**config.mk**
```make
export PLATFORM = sky130hd
export DESIGN_NAME = uart_packet_tx_flat
export DESIGN_NICKNAME = d
export VERILOG_FILES = /design/src/rtl/uart_packet_tx_if.sv /design/src/rtl/uart_packet_tx.sv /design/src/flat_wrapper.sv
export SDC_FILE = /design/constraint.sdc
export NUM_CORES = 1
export LEC_CHECK = 0
export CORE_MARGIN = 10
export CORE_UTILIZATION = 35
export DETAILED_ROUTE_END_ITERATION = 8
export SLEW_MARGIN = 0
export SYNTH_ARGS = -nofsm -noshare
export SYNTH_HDL_FRONTEND = slang
export SYNTH_SLANG_ARGS = --single-unit
```
**constraint.sdc**
```tcl
create_clock -name clock -period 3.45 [get_ports clock]
set_input_delay 0.345 -clock clock [delete_from_list [all_inputs] [get_ports clock]]
set_output_delay 0.345 -clock clock [all_outputs]
set_load 0.01 [all_outputs]
```
**src/rtl/uart_packet_tx_if.sv**
```systemverilog
// Producer-side handshake for uart_packet_tx: byte stream in, buffer status out.
// The transmitter takes the slave modport and the producer drives the master side.
interface uart_packet_tx_if #(
  parameter int DEPTH = 32
);
  logic [7:0]              byte_in;
  logic                    byte_valid;
  logic                    packet_end;
  logic                    byte_ready;
  logic [$clog2(DEPTH):0]  byte_count;
  logic                    overflow;

  modport master (
    output byte_in, byte_valid, packet_end,
    input  byte_ready, byte_count, overflow
  );

  modport slave (
    input  byte_in, byte_valid, packet_end,
    output byte_ready, byte_count, overflow
  );
endinterface

```
**src/rtl/uart_packet_tx.sv**
```systemverilog
// Packet-framed 8N1 UART transmitter: buffers a packet, sends it back-to-back, then holds a quiet gap.
// Define UART_PKT_CHECKSUM_EN to append a frame that brings the byte sum of each packet to zero.
module uart_packet_tx #(
  parameter int CLOCK_FREQUENCY = 27000000,
  parameter int BAUD_RATE       = 115200,
  parameter int DEPTH           = 32,
  parameter int GAP_BYTES       = 2
) (
  input  logic             clock,
  input  logic             reset,
  uart_packet_tx_if.slave  prod,
  output logic             uart_tx_pin,
  output logic             busy,
  output logic             packet_sent
);
  localparam int BAUD_DIVISOR = CLOCK_FREQUENCY / BAUD_RATE;
  localparam int GAP_CLOCKS   = GAP_BYTES * 10 * BAUD_DIVISOR;
  localparam int AW           = $clog2(DEPTH);
  localparam int CW           = AW + 1;
  localparam int TW           = $clog2(GAP_CLOCKS);

  typedef enum logic [1:0] {LOAD, SEND, GAP} state_t;

  state_t          state_reg, state_next;
  logic [CW-1:0]   count_reg;
  logic [CW-1:0]   frame_reg;
  logic [3:0]      bit_reg;
  logic [TW-1:0]   timer_reg;
  logic            tx_reg, tx_next;
  logic            overflow_reg;
  logic            packet_sent_reg;
  logic [7:0]      rd_data_reg;
  logic [7:0]      mem [DEPTH];

  logic            ready, accept, commit, bit_end, frame_end, last_frame, gap_done;
  logic [CW-1:0]   count_after;
  logic [7:0]      frame_byte;
  logic [2:0]      data_idx;

  assign ready       = (state_reg == LOAD) && (count_reg != CW'(DEPTH));
  assign accept      = prod.byte_valid && ready;
  assign count_after = count_reg + {{(CW-1){1'b0}}, accept};
  assign commit      = (state_reg == LOAD) && prod.packet_end && (count_after != '0);
  assign bit_end     = (state_reg == SEND) && (timer_reg == TW'(BAUD_DIVISOR - 1));
  assign frame_end   = bit_end && (bit_reg == 4'd9);
  // The pin register adds one edge of lag, so the line stays high one cycle beyond the
  // GAP state; the idle time seen on the wire before the next start bit still covers the gap.
  assign gap_done    = (state_reg == GAP) && (timer_reg == TW'(GAP_CLOCKS - 1));
  assign data_idx    = 3'(bit_reg - 4'd1);

`ifdef UART_PKT_CHECKSUM_EN
  logic [7:0] sum_reg;
  logic       checksum_frame;

  // The frame after the last buffered byte carries the two's-complement of the running sum.
  assign checksum_frame = (frame_reg == count_reg);
  assign last_frame     = checksum_frame;
  assign frame_byte     = checksum_frame ? (8'd0 - sum_reg) : rd_data_reg;

  always_ff @(posedge clock) begin
    if (reset) begin
      sum_reg <= 8'd0;
    end else if (gap_done) begin
      sum_reg <= 8'd0;
    end else if (accept) begin
      sum_reg <= sum_reg + prod.byte_in;
    end
  end
`else
  assign last_frame = ((frame_reg + CW'(1)) == count_reg);
  assign frame_byte = rd_data_reg;
`endif

  always_comb begin
    state_next = state_reg;
    case (state_reg)
      LOAD:    if (commit) state_next = SEND;
      SEND:    if (frame_end && last_frame) state_next = GAP;
      GAP:     if (gap_done) state_next = LOAD;
      default: state_next = LOAD;
    endcase
  end

  always_comb begin
    tx_next = 1'b1;
    if (state_reg == SEND) begin
      if (bit_reg == 4'd0)      tx_next = 1'b0;
      else if (bit_reg == 4'd9) tx_next = 1'b1;
      else                      tx_next = frame_byte[data_idx];
    end
  end

  always_ff @(posedge clock) begin
    if (reset) begin
      state_reg <= LOAD;
    end else begin
      state_reg <= state_next;
    end
  end

  always_ff @(posedge clock) begin
    if (reset) begin
      tx_reg          <= 1'b1;
      overflow_reg    <= 1'b0;
      packet_sent_reg <= 1'b0;
      count_reg       <= '0;
      frame_reg       <= '0;
      bit_reg         <= 4'd0;
      timer_reg       <= '0;
    end else begin
      tx_reg          <= tx_next;
      overflow_reg    <= prod.byte_valid && !ready;
      packet_sent_reg <= gap_done;
      if (accept) count_reg <= count_reg + CW'(1);
      case (state_reg)
        SEND: begin
          if (bit_end) begin
            timer_reg <= '0;
            if (bit_reg == 4'd9) begin
              bit_reg   <= 4'd0;
              frame_reg <= frame_reg + CW'(1);
            end else begin
              bit_reg <= bit_reg + 4'd1;
            end
          end else begin
            timer_reg <= timer_reg + TW'(1);
          end
        end
        GAP: begin
          if (gap_done) begin
            timer_reg <= '0;
            count_reg <= '0;
            frame_reg <= '0;
          end else begin
            timer_reg <= timer_reg + TW'(1);
          end
        end
        default: begin
          timer_reg <= '0;
          bit_reg   <= 4'd0;
          frame_reg <= '0;
        end
      endcase
    end
  end

  // Write address is the fill level and read address is the frame index, so both wrap with DEPTH.
  always_ff @(posedge clock) begin
    if (accept) mem[count_reg[AW-1:0]] <= prod.byte_in;
    rd_data_reg <= mem[frame_reg[AW-1:0]];
  end

  assign prod.byte_ready = ready;
  assign prod.byte_count = count_reg;
  assign prod.overflow   = overflow_reg;
  assign uart_tx_pin     = tx_reg;
  assign busy            = (state_reg != LOAD);
  assign packet_sent     = packet_sent_reg;
endmodule

```
**src/flat_wrapper.sv**
```systemverilog
// flat-port wrapper written by rule: the top's interface ports become plain ports
module uart_packet_tx_flat 
#(
  parameter int CLOCK_FREQUENCY = 27000000,
  parameter int BAUD_RATE       = 115200,
  parameter int DEPTH           = 32,
  parameter int GAP_BYTES       = 2
)
  (clock, reset, uart_tx_pin, busy, packet_sent, prod_byte_in, prod_byte_valid, prod_packet_end, prod_byte_ready, prod_byte_count, prod_overflow);
  uart_packet_tx_if #(.DEPTH(DEPTH)) prod_i ();
  input  logic clock;
  input  logic reset;
  output logic uart_tx_pin;
  output logic busy;
  output logic packet_sent;
  input wire logic [$bits(prod_i.byte_in)-1:0] prod_byte_in;
  input wire logic [$bits(prod_i.byte_valid)-1:0] prod_byte_valid;
  input wire logic [$bits(prod_i.packet_end)-1:0] prod_packet_end;
  output wire logic [$bits(prod_i.byte_ready)-1:0] prod_byte_ready;
  output wire logic [$bits(prod_i.byte_count)-1:0] prod_byte_count;
  output wire logic [$bits(prod_i.overflow)-1:0] prod_overflow;
  assign prod_i.byte_in = prod_byte_in;
  assign prod_i.byte_valid = prod_byte_valid;
  assign prod_i.packet_end = prod_packet_end;
  assign prod_byte_ready = prod_i.byte_ready;
  assign prod_byte_count = prod_i.byte_count;
  assign prod_overflow = prod_i.overflow;
  uart_packet_tx #(.CLOCK_FREQUENCY(CLOCK_FREQUENCY), .BAUD_RATE(BAUD_RATE), .DEPTH(DEPTH), .GAP_BYTES(GAP_BYTES)) u_core (.clock(clock), .reset(reset), .prod(prod_i), .uart_tx_pin(uart_tx_pin), .busy(busy), .packet_sent(packet_sent));
endmodule
```
; ---- After elaboration in Yosys (flattened, before gate mapping)
; Memory sizes are Yosys's and may differ from the RTL's. A register that Yosys moved wholly into a read port is not among the register bits.
; Cells that the tools add are included.
[classes]
n_reduce_logical = 18
bitwise_logic = 2
add_sub_neg = 6
muxes = 23
n_eq_ne = 12
order_cmp = 1
[op_table]
columns = operator, n
row1 = 6-bit 2-to-1 mux, 6
row2 = 13-bit 2-to-1 mux, 2
row3 = 13-bit case mux with 2 select lines, 1
row4 = 13-bit by 1-bit adder with 13-bit output (second input constant), 1
row5 = 13-bit == test (second input constant), 1
row6 = 13-bit by 8-bit == test with 1-bit output (second input constant), 1
row7 = 6-bit by 1-bit adder with 6-bit output (second input constant), 2
row8 = 6-bit case mux with 2 select lines, 1
row9 = 2-bit by 1-bit != test with 1-bit output (second input constant), 5
row10 = 1-bit logical AND, 9
row11 = 4-bit 2-to-1 mux, 2
row12 = 4-bit case mux with 2 select lines, 1
row13 = 6-bit by 1-bit adder with 6-bit output, 1
row14 = 6-bit == test, 1
row15 = 2-bit 2-to-1 mux, 3
row16 = 6-bit != test (second input constant), 1
row17 = 2-bit case mux with 3 select lines, 1
row18 = 3-bit AND reduction, 2
row19 = 6-bit nonzero test, 1
row20 = 1-bit 2-to-1 mux, 5
row21 = 4-bit by 1-bit adder with 4-bit output (second input constant), 1
row22 = 4-bit == test (second input constant), 1
row23 = 4-bit logical NOT, 1
row24 = 3-bit by 4-bit less-than comparator with 1-bit output (second input constant), 1
row25 = 10 further kinds, 11
[word_totals]
inputBits = 12
output_inout_bits = 11
ff_bits = 34
memories = 1
ramBits = 256
elab_cells = 71
[memory_table]
columns = name, words, word_bits, read_ports, rd_clocked_by_memory_dff, wr, line
row1 = u_core.mem, 32, 8, 1, 1, 1, uart_packet_tx.sv:33  ; logic [7:0] mem [DEPTH];

; ---- Longest topological paths before layout
; Gate-level depths: netlist of run 1.
[logic_depth]
ltp_word = 8
mapped_depth = 12
depth_no_buf = 11

; ---- Least setup slack after synthesis of run 1
; OpenSTA, ideal clock, no wires.
[synth_path]
path_kind = register to register
from = register u_core.count_reg[4], in the netlist u_core.prod.byte_count[4]
to = register u_core.state_reg[1]
path_stages_with_launch = 11
slack_ns = 1.078
t_required_ns = 3.331
n_path_buf = 2
setup_ns = 0.119
period_less_slack_ns = 2.372
arrival_ns = 2.253
path_cell_list = dfxtp_1 or3_1 clkbuf_1 o211a_1 clkbuf_1 ha_1 o22ai_1 a31oi_1 o221ai_1 nor2_1 o221a_2
[synth_between]
elab_chain_cells = 8
word_cells_on_any_way = 11
classes_between = add/sub: 1 / eq/ne: 4 / reduce/logical: 6
[synth_lines]
columns = element, line
row1 = start: declaration, uart_packet_tx.sv:25  ; logic [CW-1:0] count_reg;
row2 = start signal: assignment, uart_packet_tx.sv:114  ; if (accept) count_reg <= count_reg + CW'(1);
row3 = 6-bit != test, uart_packet_tx.sv:40  ; assign ready = (state_reg == LOAD) && (count_reg != CW'(DEPTH));
row4 = 1-bit logical AND, uart_packet_tx.sv:40
row5 = 1-bit logical AND, uart_packet_tx.sv:41  ; assign accept = prod.byte_valid && ready;
row6 = 6-bit by 1-bit adder with 6-bit output, uart_packet_tx.sv:42  ; assign count_after = count_reg + {{(CW-1){1'b0}}, accept};
row7 = 6-bit nonzero test, uart_packet_tx.sv:43  ; assign commit = (state_reg == LOAD) && prod.packet_end && (count_after != '0);
row8 = 1-bit logical AND, uart_packet_tx.sv:43
row9 = 2-bit by 1-bit != test with 1-bit output (no source line), --
row10 = 3-bit AND reduction (no source line) (*), --
row11 = end signal: assignment, uart_packet_tx.sv:97  ; state_reg <= state_next;
row12 = end: declaration, uart_packet_tx.sv:24  ; state_t state_reg, state_next;
; Mark *: on every way between the ends. The rest lies on a longest branch, timed or not.
; A chain may end at the register's enable or synchronous reset.

; ---- Worst setup path in the final report of run 1
[layout_path]
from = register u_core.count_reg[0], in the netlist u_core.prod.byte_count[0]
to = memory u_core.mem[28][2], enable pin
[layout_between]
elab_chain_cells = 5
[layout_lines]
columns = element, line
row1 = 6-bit != test, uart_packet_tx.sv:40
row2 = 1-bit logical AND, uart_packet_tx.sv:40
row3 = 1-bit logical AND, uart_packet_tx.sv:41
row4 = 1-bit 2-to-1 mux, uart_packet_tx.sv:149  ; if (accept) mem[count_reg[AW-1:0]] <= prod.byte_in;
row5 = 1-bit 2-to-1 mux (not written as such), uart_packet_tx.sv:149
row6 = end: declaration, uart_packet_tx.sv:33
; Parallel ways exist; a longest one is shown, timed or not.

==> summary.md, run 1 <==
| Metric | Value |
|---|---|
| Violation count after the first detailed-routing iteration | `547` |
| RePlAce Congestion | `0.8487` |
| Crit path buf inv count | `1` |
| Number of distinct library cell variants in the gate-level netlist after synthesis | `43` |
| Critical path arrival | `2980 ps` |
| Worst skew pair latency | `550 ps` |
| Highest clock rate | `355.0 MHz` |
| Most common flop cell mapped by yosys | `edfxtp_1` |
| Grt met3 use | `1.753%` |
| Pin count of the biggest net entering global routing | `36` |
| Highest-utilization routing layer at the global route stage | `met2` |
| Total power draw | `8.436 mW` |
| Sequential-to-total area share from yosys stat | `71.24%` |
| HPWL after DPL | `17070 um` |
| Area Overhead vs Synth | `14.94%` |
| Max Cap Viol | `0` |
| Worst-case hold path end point | `u_core.prod.overflow` |
| Mean Syn Cell Area | `18.56 um2` |
| Ratio of routed vias to standard cells | `5.228` |
| Number of hold violations in the final report | `0` |
| Root buf cell | `clkbuf_16` |
| Net Sw Frac | `23.72%` |
| CP Capture Type | `register` |
| Crit path cell chain | `inv_1 > ha_1 > nand2_1 > o211a_1 > nand2_1 > nor2_1` |
| Internal power of the cells | `6.435 mW` |
| Filler instances | `2928` |
| VDD IR max | `0.2848 mV` |
| H-tree depth reported by CTS | `1` |
| Final sum of negative setup slack | `0 ps` |
| Antenna violations before repair | `0` |
| Ratio of final minimum period to clock period | `81.64%` |
| Min-delay src | `prod_byte_valid` |
| Combinational cell fraction of total power | `13.1%` |
| Cell occurring most often along the worst timing path | `nand2_1` |
| Die Y-Extent | `204.9 um` |
| Number of register bits inferred by synthesis | `298` |
| WP data required | `3610 ps` |
| Reg2reg setup slack | `630 ps` |
| Path category of the worst min-delay check | `primary input to register` |
| Via count | `6059` |
| Post-CTS repair timing setup buffer count | `0` |
| Die span in x | `204.9 um` |
| Synthesized Nets | `673` |
| Number of buffers inserted by port buffering | `22` |
| Effective utilization at floorplan | `35.61%` |
| Critical path's slowest cell | `nor2_1` |
| Worst reg-to-reg path cell count | `6` |
| Detailed-route DRC error count | `0` |
| Clock share of power | `38.2%` |
| Total placed cells including tap cells | `1103` |
| Aggregate global routing overflow | `0` |
| NumNets Final | `715` |
| Total inserted antenna cells | `0` |
| Number of warning messages in the yosys log | `0` |
| Worst reg2reg startpoint | `u_core.prod.byte_count[0]` |
| Clock sinks | `298` |
| Setup Skew | `21.43 ps` |
| Instance count of the mapped netlist | `645` |
| Final Instance Count excl. Fillers | `1159` |
| Global-route total usage across every layer | `12.26%` |
| CP max stage delay | `800 ps` |
| Number of rows in the core area | `67` |
| Part of the power in registers | `48.7%` |
| Resized cells post-CTS | `0` |
| Met2 usage in global routing | `19.27%` |
| Cells on Worst Hold Path | `2` |
| Count of final setup violators | `0` |
| Worst slew margin relative to its limit | `33.48%` |
| Min cycle time layout | `2817 ps` |
| Share of cells above drive strength 1 | `22.78%` |
| Category of cells accounting for the largest share of critical-path delay | `simple AND/OR/NAND/NOR gates` |
| Maximum clock insertion buffer count | `3` |
| Power per cell area | `613.2 mW/mm2` |
| Clock tree from TritonCTS | `done` |
| First-pass GRT wire length | `39550 um` |
| Number of flip-flops under the largest register name | `256` |
| Core Box Area | `0.03362 mm2` |
| Utilization after layout | `40.93%` |
| FF-to-FF End | `u_core.mem[28][2]` |
| Met1 track demand over resource in global routing | `16.90%` |
| Area of the mapped netlist | `0.01197 mm2` |
| Number of enable-type register cells in the synthesized netlist | `256` |
| Post-synth ARST share | `0%` |
| Number of global-route vias before repair | `6309` |
| Final wirelength | `25690 um` |
| Largest fanout of any net on the critical path | `9` |
| Transition time at the pin with the least slew margin | `996.4 ps` |
| Path type of the worst setup path | `register to register` |
| Outcome | `completed` |
| Number of hold buffers added after CTS | `0` |
| Wirelength per Cell | `22.17 um` |
| Clock transition time at the flip-flop clock pins of the worst setup and hold paths | `60 ps` |
| Detailed-routing iteration count for the pre-antenna-repair pass | `5` |
| Minimum setup slack after placement | `663.6 ps` |
| RSZ-0062 raised after global routing | `false` |
| Static power due to leakage | `4.258 nW` |
| Pins Over Slew Limit | `0` |
| Switching power total | `2.001 mW` |
| Antenna Violating Nets Remaining | `0` |
| Final worst-path setup slack | `633.4 ps` |
| DIE AREA | `0.04200 mm2` |
| Ports placed on the boundary | `23` |
| Crit path launch type | `register` |
| Cts bufs inserted | `30` |
[area by class of cell]
| class | count | area [um2] | share of cell area, % |
|---|---|---|---|
| sequential | 298 | 8533 | 62.02 |
| multi-input combinational | 307 | 3253 | 23.64 |
| clock buffer | 34 | 787.0 | 5.720 |
| tap | 448 | 560.5 | 4.074 |
| timing repair buffer | 39 | 372.9 | 2.710 |
| clock inverter | 22 | 210.2 | 1.528 |
| inverter | 11 | 41.29 | 0.3001 |
[worst max path at each step]
stage                                         start             endpoint  slack (ps)  depth (start not counted)
after floorplan           u_core.prod.byte_count[4]  u_core.state_reg[1]        1080                         10
after global placement    u_core.prod.byte_count[2]    u_core.mem[28][0]         840                          4
after detailed placement  u_core.prod.byte_count[0]    u_core.mem[31][2]         660                          6
after CTS                 u_core.prod.byte_count[0]    u_core.mem[28][0]         650                          6
after global routing      u_core.prod.byte_count[0]    u_core.mem[31][0]         440                          6
final                     u_core.prod.byte_count[0]    u_core.mem[28][2]         630                          6
[Yosys cell counts (all sizes together) (5+ instances only)]
cell type	number	area (um2)
o21ai	9	45.04
nand3	16	80.08
inv	10	37.54
xnor2	11	96.34
nand3b	5	37.54
nand2	25	93.84
buf	14	91.33
mux2	9	101.4
clkbuf	15	56.30
a21oi	10	50.05
xor2	10	87.58
nor2	63	236.5
dfxtp	42	840.8
and3	8	50.05
mux4	82	1847
ha	16	200.2
edfxtp	256	7687
nor3b	5	37.54
[metrics by stage]
step / cell area (um2) / hold slack [ps]
after global placement: 12760 / 456.2
final: 13760 / 474.0
after CTS: 13760 / 442.1
after detailed placement: 12760 / 470.5
after global routing: 13760 / 437.9
after floorplan: 11970 / 440.9
[worst register-to-register path: cells and delay by family, from the launching register on]
kind	cells	cell delay, ps
DFF	1	530
and+or+nand+nor	3	1250
AOI/OAI and AO/OA	1	290
buffers and inverters	1	130
adders and majority gates	1	240
[cells in the final DEF (no fill, tap or decap), drive strengths merged, types with 3 or more instances in the layout]
master           n
clkinv          17
o21ai            9
clkdlybuf4s50   22
dfxtp           42
a21oi           10
edfxtp         256
ha              16
nand4            3
bufinv           3
mux4            82
mux2             9
nand3b           5
nor3b            5
clkbuf          34
nor3             4
and3             8
buf             17
xor2            10
nor2            63
xnor2           11
or3              4
nand2           25
inv             11
nor2b            3
nand3           16
[logic make-up (layout without fill, tap and decap cells)]
| kind of cell | count (synthesis) | in the layout | synth area share [%] |
|---|---|---|---|
| AOI/OAI and AO/OA | 32 | 32 | 1.714 |
| adders and majority gates | 16 | 16 | 1.672 |
| DFF | 298 | 298 | 71.24 |
| and+or+nand+nor | 145 | 145 | 5.812 |
| muxes | 93 | 93 | 16.44 |
| buffers and inverters | 40 | 106 | 1.578 |
| xor gates and xnor gates | 21 | 21 | 1.536 |
[power groups by stage]
stage,Sequential [mW],Combinational (mW),Clock [mW]
floorplan,4.13,0.793,0
global placement,4.17,1.09,0
detailed placement,4.19,1.12,0
CTS,4.11,1.12,3.29
global route,4.12,1.18,3.45
finish,4.10,1.11,3.22
[per-layer routing]
metal | vias up | routed length [um] | part of all wire [%]
met5 | - | 0 | 0
met4 | 0 | 850 | 3.3
met3 | 48 | 1419 | 5.5
met2 | 197 | 12140 | 47
met1 | 3165 | 11280 | 44
li1 | 2649 | - | -
Power figures use the tool's default switching activity.
==> run 2: changes to the inputs <==
clock period = 2.65 ns   (was 3.45 ns; I/O delays follow)
==> run 2 against run 1 <==
Power up 30%; cell count increased by 3.2%; highest routed layer unchanged; clock power rose by 27%; design area is 2.0% higher; global-route usage up 0.098 points; combinational power rose by 39%; clock-buffer cell count unchanged.
==> summary.md, run 2 (synthesized netlist as in run 1, its figures left out) <==
| Metric | Value |
|---|---|
| Outcome | `completed (unchanged)` |
| Die Y-Extent | `204.9 um (unchanged)` |
| Root buf cell | `clkbuf_16 (unchanged)` |
| Core Box Area | `0.03362 mm2 (unchanged)` |
| Clock sinks | `298 (unchanged)` |
| Number of hold violations in the final report | `0 (unchanged)` |
| Total inserted antenna cells | `0 (unchanged)` |
| Aggregate global routing overflow | `0 (unchanged)` |
| Worst slew margin relative to its limit | `64.24% (was 33.48%)` |
| Violation count after the first detailed-routing iteration | `563 (was 547)` |
| Register area | `0.008533 mm2 (unchanged)` |
| Total placed cells including tap cells | `1141 (was 1103)` |
| Min cycle time layout | `2456 ps (was 2817 ps)` |
| Most frequent standard cell in the layout excluding fill and tap cells | `edfxtp_1 (unchanged)` |
| Number of buffers inserted by port buffering | `22 (unchanged)` |
| Cts bufs inserted | `30 (unchanged)` |
| Global-route total usage across every layer | `12.35% (was 12.26%)` |
| Maximum clock insertion buffer count | `3 (unchanged)` |
| Resized cells post-CTS | `0 (unchanged)` |
| Area Overhead vs Synth | `17.27% (was 14.94%)` |
| Worst reg-to-reg path cell count | `7 (was 6)` |
| First-pass GRT wire length | `40090 um (was 39550 um)` |
| Crit path launch type | `register (unchanged)` |
| Final wirelength | `25810 um (was 25690 um)` |
| Max Cap Viol | `0 (unchanged)` |
| Critical path's slowest cell | `dfxtp_1 (was nor2_1)` |
| Largest fanout of any net on the critical path | `6 (was 9)` |
| Number of global-route vias before repair | `6487 (was 6309)` |
| Highest clock rate | `407.2 MHz (was 355.0 MHz)` |
| Critical path arrival | `2900 ps (was 2980 ps)` |
| Category of cells accounting for the largest share of critical-path delay | `compound AO/OA/AOI/OAI gates (was simple AND/OR/NAND/NOR gates)` |
| Share of cells above drive strength 1 | `26.74% (was 22.78%)` |
| Path category of the worst min-delay check | `primary input to register (unchanged)` |
| CP Capture Type | `register (unchanged)` |
| WP data required | `3090 ps (was 3610 ps)` |
| Final sum of negative setup slack | `0 ps (unchanged)` |
| Clock tree from TritonCTS | `done (unchanged)` |
| Pin count of the biggest net entering global routing | `36 (unchanged)` |
| RSZ-0062 raised after global routing | `false (unchanged)` |
| Post-CTS repair timing setup buffer count | `0 (unchanged)` |
| CP max stage delay | `530 ps (was 800 ps)` |
| Count of final setup violators | `0 (unchanged)` |
| RePlAce Congestion | `0.8136 (was 0.8487)` |
| Crit path buf inv count | `1 (unchanged)` |
| Antenna violations before repair | `0 (unchanged)` |
| Via count | `6164 (was 6059)` |
| Number of hold buffers added after CTS | `0 (unchanged)` |
| Final Instance Count excl. Fillers | `1196 (was 1159)` |
| Final design instance area without fill | `0.01404 mm2 (was 0.01376 mm2)` |
| Power per cell area | `779.1 mW/mm2 (was 613.2 mW/mm2)` |
| H-tree depth reported by CTS | `1 (unchanged)` |
| Total power draw | `10.94 mW (was 8.436 mW)` |
| Die span in x | `204.9 um (unchanged)` |
| Path type of the worst setup path | `register to register (unchanged)` |
| Reg2reg setup slack | `190 ps (was 630 ps)` |
| Effective utilization at floorplan | `35.61% (unchanged)` |
| Top library cells by usage in the layout, fill and taps aside | `edfxtp_1, mux4_2, nor2_1, buf_4, dfxtp_1 (was edfxtp_1, mux4_2, nor2_1, dfxtp_1, clkbuf_16)` |
| Setup Skew | `20.70 ps (was 21.43 ps)` |
| Crit path cell chain | `inv_1 > ha_1 > mux4_2 > a21o_1 > a221oi_1 > a31oi_1 > or2_2 (was inv_1 > ha_1 > nand2_1 > o211a_1 > nand2_1 > nor2_1)` |
| Number of rows in the core area | `67 (unchanged)` |
| Worst skew pair latency | `560 ps (was 550 ps)` |
| Antenna Violating Nets Remaining | `0 (unchanged)` |
| Detailed-routing iteration count for the pre-antenna-repair pass | `5 (unchanged)` |
| Cells on Worst Hold Path | `2 (unchanged)` |
| Ratio of final minimum period to clock period | `92.68% (was 81.64%)` |
| Placed inst area | `0.01307 mm2 (was 0.01276 mm2)` |
| Number of flip-flops under the largest register name | `256 (unchanged)` |
| Critical path depth in cells | `7 (was 6)` |
| Static power due to leakage | `4.443 nW (was 4.258 nW)` |
| Ratio of routed vias to standard cells | `5.154 (was 5.228)` |
| NumNets Final | `753 (was 715)` |
| Ports placed on the boundary | `23 (unchanged)` |
| Detailed-route DRC error count | `0 (unchanged)` |
| Clock transition time at the flip-flop clock pins of the worst setup and hold paths | `70 ps (was 60 ps)` |
| Filler instances | `2924 (was 2928)` |
| Pins Over Slew Limit | `0 (unchanged)` |
| Transition time at the pin with the least slew margin | `535.2 ps (was 996.4 ps)` |
| Wirelength per Cell | `21.58 um (was 22.17 um)` |
| DIE AREA | `0.04200 mm2 (unchanged)` |
| VDD IR max | `0.4171 mV (was 0.2848 mV)` |
| Footprint of the multi-input gates | `0.003253 mm2 (unchanged)` |
| HPWL after DPL | `16730 um (was 17070 um)` |
-- run 2: metal layers --
layer / vias to the layer above / global-route usage, % / wire, um
met5: - / 0 / 0
met4: 0 / 3.413 / 499
met3: 43 / 1.848 / 1395
met2: 175 / 19.79 / 12350
met1: 3214 / 17.18 / 11570
li1: 2732 / - / -
-- run 2: cell type report --
cell class                 instances  share of cell area [%]
tap                              448                   3.993
sequential                       298                   60.79
inverter                          11                  0.2941
clock inverter                    21                   1.203
multi-input combinational        307                   23.17
timing repair buffer              77                   4.867
clock buffer                      34                   5.678
-- run 2: worst paths after layout --
check                      startpoint              endpoint
hold / removal        prod_byte_valid  u_core.prod.overflow
hold reg to reg   u_core.timer_reg[0]   u_core.timer_reg[0]
setup reg to reg    u_core.bit_reg[0]    u_core.uart_tx_pin
setup / recovery    u_core.bit_reg[0]    u_core.uart_tx_pin
-- run 2: metrics by stage --
stage / util (%) / hold WS, ps / setup slack (ps)
2_1_floorplan: - / 363.9 / 278.0
3_3_place_gp: 38.88 / 458.8 / 287.3
3_5_place_dp: 38.88 / 463.8 / 228.6
4_1_cts: 41.76 / 333.0 / 220.6
5_1_grt: 41.76 / 346.6 / 67.57
6_report: 41.76 / 351.7 / 193.9
-- run 2: worst reg2reg max path: stages, from the launching register on --
cell and delay, ps:
dfxtp_1 530, inv_1 140, ha_1 390, mux4_2 350, a21o_1 200, a221oi_1 330, a31oi_1 110, or2_2 290
-- run 2: power breakdown --
part	switching (mW)	total (mW)	internal, mW
Sequential	0.0761	5.30	5.22
Clock	1.75	4.10	2.35
Combinational	0.778	1.54	0.761
Total	2.60	10.9	8.34
==> run 3: changes to the inputs <==
ABC_CLOCK_PERIOD_IN_PS = 2650   (was unset)
==> results of run 3 <==
The final DEF is identical to that of run 2; final timing and power are the same.
